==> src/rtl/craps_pkg.sv <==
// craps_pkg: shared types and fixed constants for the craps game controller.
//   state_t        : game FSM state encoding
//   SUM_* constants: natural / craps sums used on the come-out throw
//   THROWS_MAX     : saturation value of the per-game throw counter
//   is_roll_state  : true in the states that wait for a die pick
package craps_pkg;

  typedef enum logic [2:0] {
    FIRST_A,
    FIRST_B,
    EVAL_FIRST,
    POINT_A,
    POINT_B,
    EVAL_POINT,
    WIN,
    LOSE
  } state_t;

  localparam logic [3:0] SUM_NATURAL_7  = 4'd7;
  localparam logic [3:0] SUM_NATURAL_11 = 4'd11;
  localparam logic [3:0] SUM_CRAPS_2    = 4'd2;
  localparam logic [3:0] SUM_CRAPS_3    = 4'd3;
  localparam logic [3:0] SUM_CRAPS_12   = 4'd12;
  localparam logic [3:0] THROWS_MAX     = 4'd15;

  function automatic logic is_roll_state(input state_t s);
    return (s == FIRST_A) || (s == FIRST_B) || (s == POINT_A) || (s == POINT_B);
  endfunction

endpackage

==> src/rtl/roll_capture.sv <==
// roll_capture: turns the roller's level-style choose strobe into exactly one
// pick pulse per button press/release.
//   clk, rst       : system clock, synchronous active-high reset
//   i_roll_en      : roller currently enabled (arming allowed)
//   i_roll_state   : FSM is in a state that accepts a pick
//   i_clr          : FSM is entering FIRST_A from a terminal state
//   i_choose       : roller strobe
//   i_num          : die face from the roller
//   o_pick         : one-cycle pulse, face in i_num is valid and must be taken
module roll_capture
  import craps_pkg::*;
(
  input  logic       clk,
  input  logic       rst,
  input  logic       i_roll_en,
  input  logic       i_roll_state,
  input  logic       i_clr,
  input  logic       i_choose,
  input  logic [2:0] i_num,
  output logic       o_pick
);

  logic r_armed;
  logic w_attempt;
  logic w_face_ok;

  // An attempt consumes the arm even when the face is bad, so a glitchy face
  // needs a fresh release before the next pick is accepted.
  assign w_attempt = r_armed & i_choose & i_roll_state;
  assign w_face_ok = (i_num != 3'd0) && (i_num != 3'd7);
  assign o_pick    = w_attempt & w_face_ok;

  always_ff @(posedge clk) begin
    if (rst) begin
      r_armed <= 1'b0;
    end else if (i_clr || w_attempt) begin
      r_armed <= 1'b0;
    end else if (i_roll_en && !i_choose) begin
      r_armed <= 1'b1;
    end
  end

endmodule

==> src/rtl/craps_game.sv <==
// craps_game: pass-line craps controller downstream of the die roller.
// Pairs two picks into a throw, evaluates come-out and point throws, and
// reports dice, sum, point, throw count and the win/lose result.
//   clk, rst  : system clock, synchronous active-high reset
//   num       : die face 1..6 (0 and 7 are rejected)
//   choose    : roller strobe
//   new_game  : restart from WIN/LOSE
//   roll_en   : roller enable, low only in WIN/LOSE
//   die_a/b   : faces of the current throw
//   sum       : die_a + die_b
//   point     : established point, 0 if none
//   throws    : completed throws this game, saturating at 15
//   win/lose  : game result
//
// state      | meaning
// FIRST_A    | come-out throw, waiting for first die
// FIRST_B    | come-out throw, waiting for second die
// EVAL_FIRST | judge come-out sum: natural, craps or set point
// POINT_A    | point throw, waiting for first die
// POINT_B    | point throw, waiting for second die
// EVAL_POINT | judge point throw: make point, seven-out or keep rolling
// WIN        | game won, hold until new_game
// LOSE       | game lost, hold until new_game
module craps_game
  import craps_pkg::*;
(
  input  logic       clk,
  input  logic       rst,
  input  logic [2:0] num,
  input  logic       choose,
  input  logic       new_game,
  output logic       roll_en,
  output logic [2:0] die_a,
  output logic [2:0] die_b,
  output logic [3:0] sum,
  output logic [3:0] point,
  output logic [3:0] throws,
  output logic       win,
  output logic       lose
);

  state_t     r_state;
  logic [2:0] r_die_a;
  logic [2:0] r_die_b;
  logic [3:0] r_sum;
  logic [3:0] r_point;
  logic [3:0] r_throws;
  logic       r_win;
  logic       r_lose;

  logic w_roll_en;
  logic w_restart;
  logic w_pick;

  assign w_roll_en = (r_state != WIN) && (r_state != LOSE);
  assign w_restart = !w_roll_en && new_game;

  roll_capture u_roll_capture (
    .clk         (clk),
    .rst         (rst),
    .i_roll_en   (w_roll_en),
    .i_roll_state(is_roll_state(r_state)),
    .i_clr       (w_restart),
    .i_choose    (choose),
    .i_num       (num),
    .o_pick      (w_pick)
  );

  always_ff @(posedge clk) begin
    if (rst) begin
      r_state  <= FIRST_A;
      r_die_a  <= 3'd0;
      r_die_b  <= 3'd0;
      r_sum    <= 4'd0;
      r_point  <= 4'd0;
      r_throws <= 4'd0;
      r_win    <= 1'b0;
      r_lose   <= 1'b0;
    end else begin
      unique case (r_state)
        FIRST_A, POINT_A: begin
          if (w_pick) begin
            r_die_a <= num;
            r_state <= (r_state == FIRST_A) ? FIRST_B : POINT_B;
          end
        end
        FIRST_B, POINT_B: begin
          if (w_pick) begin
            r_die_b  <= num;
            r_sum    <= {1'b0, r_die_a} + {1'b0, num};
            r_throws <= (r_throws == THROWS_MAX) ? r_throws : r_throws + 4'd1;
            r_state  <= (r_state == FIRST_B) ? EVAL_FIRST : EVAL_POINT;
          end
        end
        EVAL_FIRST: begin
          if (r_sum == SUM_NATURAL_7 || r_sum == SUM_NATURAL_11) begin
            r_win   <= 1'b1;
            r_state <= WIN;
          end else if (r_sum == SUM_CRAPS_2 || r_sum == SUM_CRAPS_3 ||
                       r_sum == SUM_CRAPS_12) begin
            r_lose  <= 1'b1;
            r_state <= LOSE;
          end else begin
            r_point <= r_sum;
            r_state <= POINT_A;
          end
        end
        EVAL_POINT: begin
          if (r_sum == r_point) begin
            r_win   <= 1'b1;
            r_state <= WIN;
          end else if (r_sum == SUM_NATURAL_7) begin
            r_lose  <= 1'b1;
            r_state <= LOSE;
          end else begin
            r_state <= POINT_A;
          end
        end
        WIN, LOSE: begin
          if (new_game) begin
            r_die_a  <= 3'd0;
            r_die_b  <= 3'd0;
            r_sum    <= 4'd0;
            r_point  <= 4'd0;
            r_throws <= 4'd0;
            r_win    <= 1'b0;
            r_lose   <= 1'b0;
            r_state  <= FIRST_A;
          end
        end
      endcase
    end
  end

  assign roll_en = w_roll_en;
  assign die_a   = r_die_a;
  assign die_b   = r_die_b;
  assign sum     = r_sum;
  assign point   = r_point;
  assign throws  = r_throws;
  assign win     = r_win;
  assign lose    = r_lose;

endmodule

==> config.mk <==
export PLATFORM = sky130hd
export DESIGN_NAME = craps_game
export DESIGN_NICKNAME = d
export VERILOG_FILES = /design/src/rtl/craps_pkg.sv /design/src/rtl/roll_capture.sv /design/src/rtl/craps_game.sv
export SDC_FILE = /design/constraint.sdc
export NUM_CORES = 1
export LEC_CHECK = 0
export ABC_AREA = 1
export CELL_PAD_IN_SITES_DETAIL_PLACEMENT = 1
export CELL_PAD_IN_SITES_GLOBAL_PLACEMENT = 2
export CORE_MARGIN = 10
export CORE_UTILIZATION = 27
export CTS_CLUSTER_DIAMETER = 100
export DETAILED_ROUTE_END_ITERATION = 8
export PLACE_DENSITY = 0.84
export SLEW_MARGIN = 20
export SYNTH_ARGS = -nofsm -noshare
export SYNTH_HDL_FRONTEND = slang
export SYNTH_SLANG_ARGS = --single-unit
==> constraint.sdc <==
create_clock -name clk -period 1.82 [get_ports clk]
set_clock_uncertainty 0.15 [all_clocks]
set_input_delay 0.364 -clock clk [delete_from_list [all_inputs] [get_ports clk]]
set_output_delay 0.364 -clock clk [all_outputs]
set_load 0.01 [all_outputs]
* Word level (Yosys, flattened, before mapping) *
Index checks and enable logic that the tools add are counted.

word-level totals
  register bits after elaboration = 24
  input bits = 7
  output and inout bits = 21
  logic and storage cells = 103

cells by class
  add/subtract/negate cells = 2
  eq/ne operators = 28
  mux-type cells = 31
  bitwise gates (word level) = 3
  reductions and logical operators = 30

operators with widths
  cell                                                 number
  two-way mux 3 bit                                    10
  two-way mux 4 bit                                    6
  one-hot mux 4 bit (2 select lines)                   3
  inequality test 2 bit, second input constant         9
  one-hot mux 3 bit (5 select lines)                   1
  equality test 3 bit, second input constant           4
  equality test 4 bit, second input constant           3
  one-hot mux 3 bit (2 select lines)                   2
  AND reduction 4 bit                                  3
  inequality test 3 bit, second input constant         3
  AND reduction 3 bit                                  3
  equality test 4 x 2 -> 1 bit, second input constant  2
  OR reduction 2 bit                                   4
  logical OR 1 bit                                     7
  two-way mux 1 bit                                    7
  equality test 3 x 2 -> 1 bit, second input constant  2
  one-hot mux 1 bit (3 select lines)                   2
  AND reduction 6 bit                                  1
  nonzero test 2 bit                                   3
  nonzero test 3 bit                                   2
  adder 3 x 3 -> 4 bit                                 1
  adder 4 x 1 -> 4 bit, second input constant          1
  equality test 4 x 3 -> 1 bit, second input constant  1
  equality test 4 bit                                  1
  6 further kinds                                      13

* Depth between registers and ports, before layout *
  word-level depth = 8
  depth in mapped cells = 10
  depth with buffers taken out = 10

* Cells and area by module *
From an unflattened synthesis, not the netlist that was laid out.

unflattened totals
  cells, all modules = 250
  area, all modules = 1488.9 um^2

modules (own cells, without submodules)
  module        times used  cells an instance  area an instance (um^2)  seq. area each (um^2)
  craps_game    1           237                1418.9                   460.4
  roll_capture  1           13                 70.1                     20.0

* Worst setup path before layout *
Ideal clock, no wire load.

  path kind = register -> register
  start = register r_die_a[0], in the netlist die_a[0]
  end = register r_sum[1], in the netlist sum[1]
  library setup time = 0.065 ns
  arrival = 1.491 ns
  data required time = 1.605 ns
  slack = 0.114 ns
  stages on the path, launching flop included = 8
  path buffers = 0
  clock period less this slack = 1.706 ns
  cells stage by stage = dfxtp_1 -> ha_1 -> inv_1 -> fa_1 -> or2_2 -> nand4_1 -> nand2_1 -> nor2_1

between the ends
  longest elaborated chain between the ends = 3

RTL lines
  item                                line              RTL
  start: declaration                  craps_game.sv:43  logic [2:0] r_die_a;
  start signal: assignment            craps_game.sv:83  r_die_a <= num;
  adder 3 x 3 -> 4 bit                craps_game.sv:90  r_sum <= {1'b0, r_die_a} + {1'b0, num};
  two-way mux 4 bit                   craps_game.sv:88  if (w_pick) begin
  one-hot mux 4 bit (2 select lines)  craps_game.sv:80  unique case (r_state)
  end signal: assignment              craps_game.sv:90
  end: declaration                    craps_game.sv:45  logic [3:0] r_sum;

Every way passes these cells. The select of a mux whose other input is x is not followed.
A chain may end at the register's enable or synchronous reset.

* Final worst setup path *
  start = register r_sum[3], in the netlist sum[3]
  end = output sum[3]

RTL lines
  item              line              RTL
  end: declaration  craps_game.sv:35  output logic [3:0] sum,

No word-level cell between the ends.

==> metrics.txt <==
# TYPE chip_impl_metric gauge
chip_impl_metric{name="worst_path_setup_slack_after_routing",unit="ps"} 58.7
chip_impl_metric{name="final.hold.worst_slack",unit="ps"} 318
chip_impl_metric{name="grt_overflow_total",unit=""} 0
chip_impl_metric{name="critPathMaxFanout",unit=""} 8
chip_impl_info{name="crit_family",value="buffers and inverters"} 1
chip_impl_metric{name="dp_worst_setup_slack",unit="ps"} -408
chip_impl_info{name="cp-start-kind",value="flip-flop"} 1
chip_impl_metric{name="tritoncts.num_buffers",unit=""} 3
chip_impl_metric{name="drive_above_1_share",unit="%"} 17.0
chip_impl_metric{name="setup_total_negative_slack",unit="ps"} 0
chip_impl_metric{name="grt_max_degree",unit=""} 18
chip_impl_metric{name="max_slew_violations",unit=""} 0
chip_impl_metric{name="route.final.wire_length",unit="um"} 4780
chip_impl_metric{name="finish.net_count",unit=""} 307
chip_impl_metric{name="layoutNonFillerInstCount",unit=""} 366
chip_impl_metric{name="number_of_nets_with_antenna_violations_after_routing",unit=""} 0
chip_impl_metric{name="critical_path_required",unit="ps"} 1310
chip_impl_metric{name="placed_cells_incl_taps",unit=""} 362
chip_impl_metric{name="starting_density_of_the_core",unit="%"} 27.7
chip_impl_metric{name="power.density",unit="mW/mm^2"} 627
chip_impl_metric{name="timing.critical_path.arrival",unit="ps"} 1250
chip_impl_metric{name="post_synth_instance_area",unit="sq mm"} 0.00153
chip_impl_metric{name="ioPinCount",unit=""} 28
chip_impl_metric{name="die_height",unit="um"} 95.2
chip_impl_metric{name="cp.buffers_inverters",unit=""} 1
chip_impl_metric{name="final.period_utilization",unit="%"} 96.8
chip_impl_metric{name="drc",unit=""} 0
chip_impl_metric{name="fin_crit",unit="ps"} 1760
chip_impl_info{name="synth_largest_area_cell",value="sky130_fd_sc_hd__dfxtp_1"} 1
chip_impl_metric{name="synth.ff_latch_count",unit=""} 24
chip_impl_info{name="crit_path_top_delay_cell",value="sky130_fd_sc_hd__clkdlybuf4s50_1"} 1
chip_impl_info{name="grt_setup_unrepaired",value="false"} 1
chip_impl_metric{name="htreeDepth",unit=""} 1
chip_impl_info{name="min_from",value="die_b[1]"} 1
chip_impl_info{name="timing.critical_path.cells",value="clkdlybuf4s50_1"} 1
chip_impl_metric{name="synth.yosys.warnings",unit=""} 0
chip_impl_metric{name="grt_pass1_wl",unit="um"} 8230
chip_impl_metric{name="report.final.setup_viol",unit=""} 0
chip_impl_metric{name="p_total",unit="uW"} 1320
chip_impl_info{name="hold_path_end",value="die_b[1]"} 1
chip_impl_metric{name="fmax",unit="MHz"} 568
chip_impl_metric{name="dp_hpwl",unit="um"} 3850
chip_impl_metric{name="num_antenna_cells",unit=""} 0
chip_impl_info{name="ys_top_cells_by_area",value="sky130_fd_sc_hd__dfxtp_1, sky130_fd_sc_hd__nand2_1, sky130_fd_sc_hd__nor2_1"} 1
chip_impl_metric{name="syn_nets",unit=""} 258
chip_impl_metric{name="total_number_of_clock_tree_sinks",unit=""} 24
chip_impl_metric{name="grt_pass1_vias",unit=""} 1715
chip_impl_metric{name="floorplan.rows",unit=""} 27
chip_impl_info{name="setup.worst_path.end_class",value="primary output"} 1
chip_impl_metric{name="timing.critical_path.slowest_cell_delay",unit="ps"} 560
chip_impl_metric{name="number_of_vias_in_the_routed_layout",unit=""} 1709
chip_impl_metric{name="antenna_violations_before_repair",unit=""} 0
chip_impl_metric{name="clkSlewWorstSetupHoldPaths",unit="ps"} 90
chip_impl_info{name="cts_tree",value="done"} 1
chip_impl_metric{name="total_core_area",unit="sq mm"} 0.00551
chip_impl_metric{name="dr.first_iter.drc_count",unit=""} 60
chip_impl_metric{name="groute.usage.overall",unit="%"} 11.2
chip_impl_metric{name="synthesis.instances",unit=""} 246
chip_impl_metric{name="synth_top_cell_area_share",unit="%"} 31.4
chip_impl_metric{name="maxCapViolations",unit=""} 0
chip_impl_metric{name="placement.io_buffers",unit=""} 27
chip_impl_info{name="root_buffer",value="sky130_fd_sc_hd__clkbuf_8"} 1
chip_impl_metric{name="timing_worst_slew_pin_value",unit="ps"} 355
chip_impl_info{name="crit-reg2reg-launch",value="die_a[0]"} 1
chip_impl_info{name="path_class",value="reg2out"} 1
chip_impl_metric{name="gp_congestion",unit=""} 0.810
chip_impl_info{name="outcome",value="finished, final reports clean"} 1
chip_impl_metric{name="max-slew-margin-rel",unit="%"} 76.3
chip_impl_metric{name="timing.final.hold_violations",unit=""} 0
chip_impl_metric{name="synthDistinctLibCells",unit=""} 28
chip_impl_metric{name="cts_setup_buffers",unit=""} 0
chip_impl_metric{name="die_x",unit="um"} 95.2
chip_impl_metric{name="syn_area_per_cell",unit="sq um"} 6.21
chip_impl_metric{name="worstHoldPathCells",unit=""} 2
chip_impl_metric{name="p_leak",unit="uW"} 0.000959
chip_impl_metric{name="clock_latency",unit="ps"} 270
chip_impl_metric{name="r2r_setup_slack",unit="ps"} 100
chip_impl_metric{name="seq_area_frac_synth",unit="%"} 31.4
chip_impl_metric{name="area_growth",unit="%"} 37.9
chip_impl_info{name="hold_path.class",value="reg2reg"} 1
chip_impl_metric{name="max-vdd-ir-drop",unit="mV"} 0.302
chip_impl_metric{name="clock_tree.buffer_depth",unit=""} 2
chip_impl_metric{name="drtPass1Iterations",unit=""} 4
chip_impl_metric{name="die_outline_area",unit="sq mm"} 0.00907
chip_impl_info{name="crit-reg2reg-capture",value="sum[1]"} 1
chip_impl_metric{name="route.detailed.wl_per_inst",unit="um"} 13.0
chip_impl_metric{name="dr_vias_cell",unit=""} 4.67
chip_impl_metric{name="rr_worst_depth",unit=""} 7
## synth_stat cells (all sizes together)
master   n
o21ai    2
a21oi   15
nand3   20
inv     27
and2     1
clkinv   1
a31oi    1
buf      3
nand2   86
or2      1
clkbuf   1
fa       1
xnor2    2
nor3b    1
ha       4
nor3     1
nand3b   1
dfxtp   24
nor2    41
nand4   13
## layout by cell type, fill, tap and decap left out, types with 2 or more instances in the layout
master                            count
sky130_fd_sc_hd__nand2_1             82
sky130_fd_sc_hd__nor2_1              38
sky130_fd_sc_hd__inv_1               25
sky130_fd_sc_hd__clkdlybuf4s50_1     22
sky130_fd_sc_hd__buf_4               20
sky130_fd_sc_hd__nand3_1             17
sky130_fd_sc_hd__a21oi_1             15
sky130_fd_sc_hd__dfxtp_1             15
sky130_fd_sc_hd__nand4_1             13
sky130_fd_sc_hd__dfxtp_2              9
sky130_fd_sc_hd__clkbuf_8             4
sky130_fd_sc_hd__nand2_2              3
sky130_fd_sc_hd__nor2_2               3
sky130_fd_sc_hd__ha_1                 3
sky130_fd_sc_hd__dlygate4sd2_1        3
sky130_fd_sc_hd__inv_2                2
sky130_fd_sc_hd__xnor2_1              2
sky130_fd_sc_hd__nand3_2              2
sky130_fd_sc_hd__dlymetal6s2s_1       2
## worst reg2reg max path: cells and delay by family, from the launching register on
family / cells / cell delay (ps)
and+or+nand+nor: 4 / 510
adders and majority gates: 2 / 590
DFF: 1 / 360
buffers and inverters: 1 / 50
## layer usage
layer,wire length [um],track usage [%]
met3,249,2.75
met2,2130,17.9
met1,2330,14.4
met4,70,3.37
met5,0,0
## sequential cells by signal, summed over array words and instances, names as in the netlist
signal,flops
point,4
sum,4
throws,4
die_a,3
die_b,3
r_state,3
lose,1
u_roll_capture.r_armed,1
win,1
## where the power goes
group	total [uW]	switching [uW]	internal, uW
combinational	341	184	157
clock	387	193	194
sequential	594	36.3	558
total	1320	413	909
## through the flow
step,cell area (sq um),util (%)
global route,2110,38.3
finish,2110,38.3
global placement,2030,36.9
detailed placement,2030,36.9
CTS,2090,38.0
floorplan,1530,-
## timing repair
item | in CTS | in global routing
endpoints found under the setup margin | 8 | 6
hold buffers | 0 | 0
resized for setup | 12 | 6
## worst max path at each step
| stage | from | end | slack (ps) | cells after the start |
|---|---|---|---|---|
| floorplan | die_a[0] | sum[1] | 110 | 7 |
| global placement | num[0] | sum[1] | -380 | 8 |
| detailed placement | num[0] | sum[1] | -410 | 8 |
| CTS | die_a[0] | die_a[0] | 4 | 2 |
| global route | num[2] | throws[2] | 9 | 10 |
| finish | sum[3] | sum[3] | 60 | 1 |
## logic make-up (layout without fill, tap and decap cells)
logic type | after synthesis | in the layout | synth area share, %
and+or+nand+nor | 165 | 165 | 47.8
buffers and inverters | 32 | 80 | 8.76
DFF | 24 | 24 | 31.4
AOI/OAI and AO/OA | 18 | 18 | 6.22
adders and majority gates | 5 | 5 | 4.59
xor gates and xnor gates | 2 | 2 | 1.15
## cell type report
class,instances,area [sq um]
multi-input cells,190,923
inverters,28,105
flip-flops and latches,24,492
clock buffers,4,55.1
well taps,72,90.1
fillers,725,3400
repair buffers,48,442
Note: power is estimated with default switching activity, not from simulation.
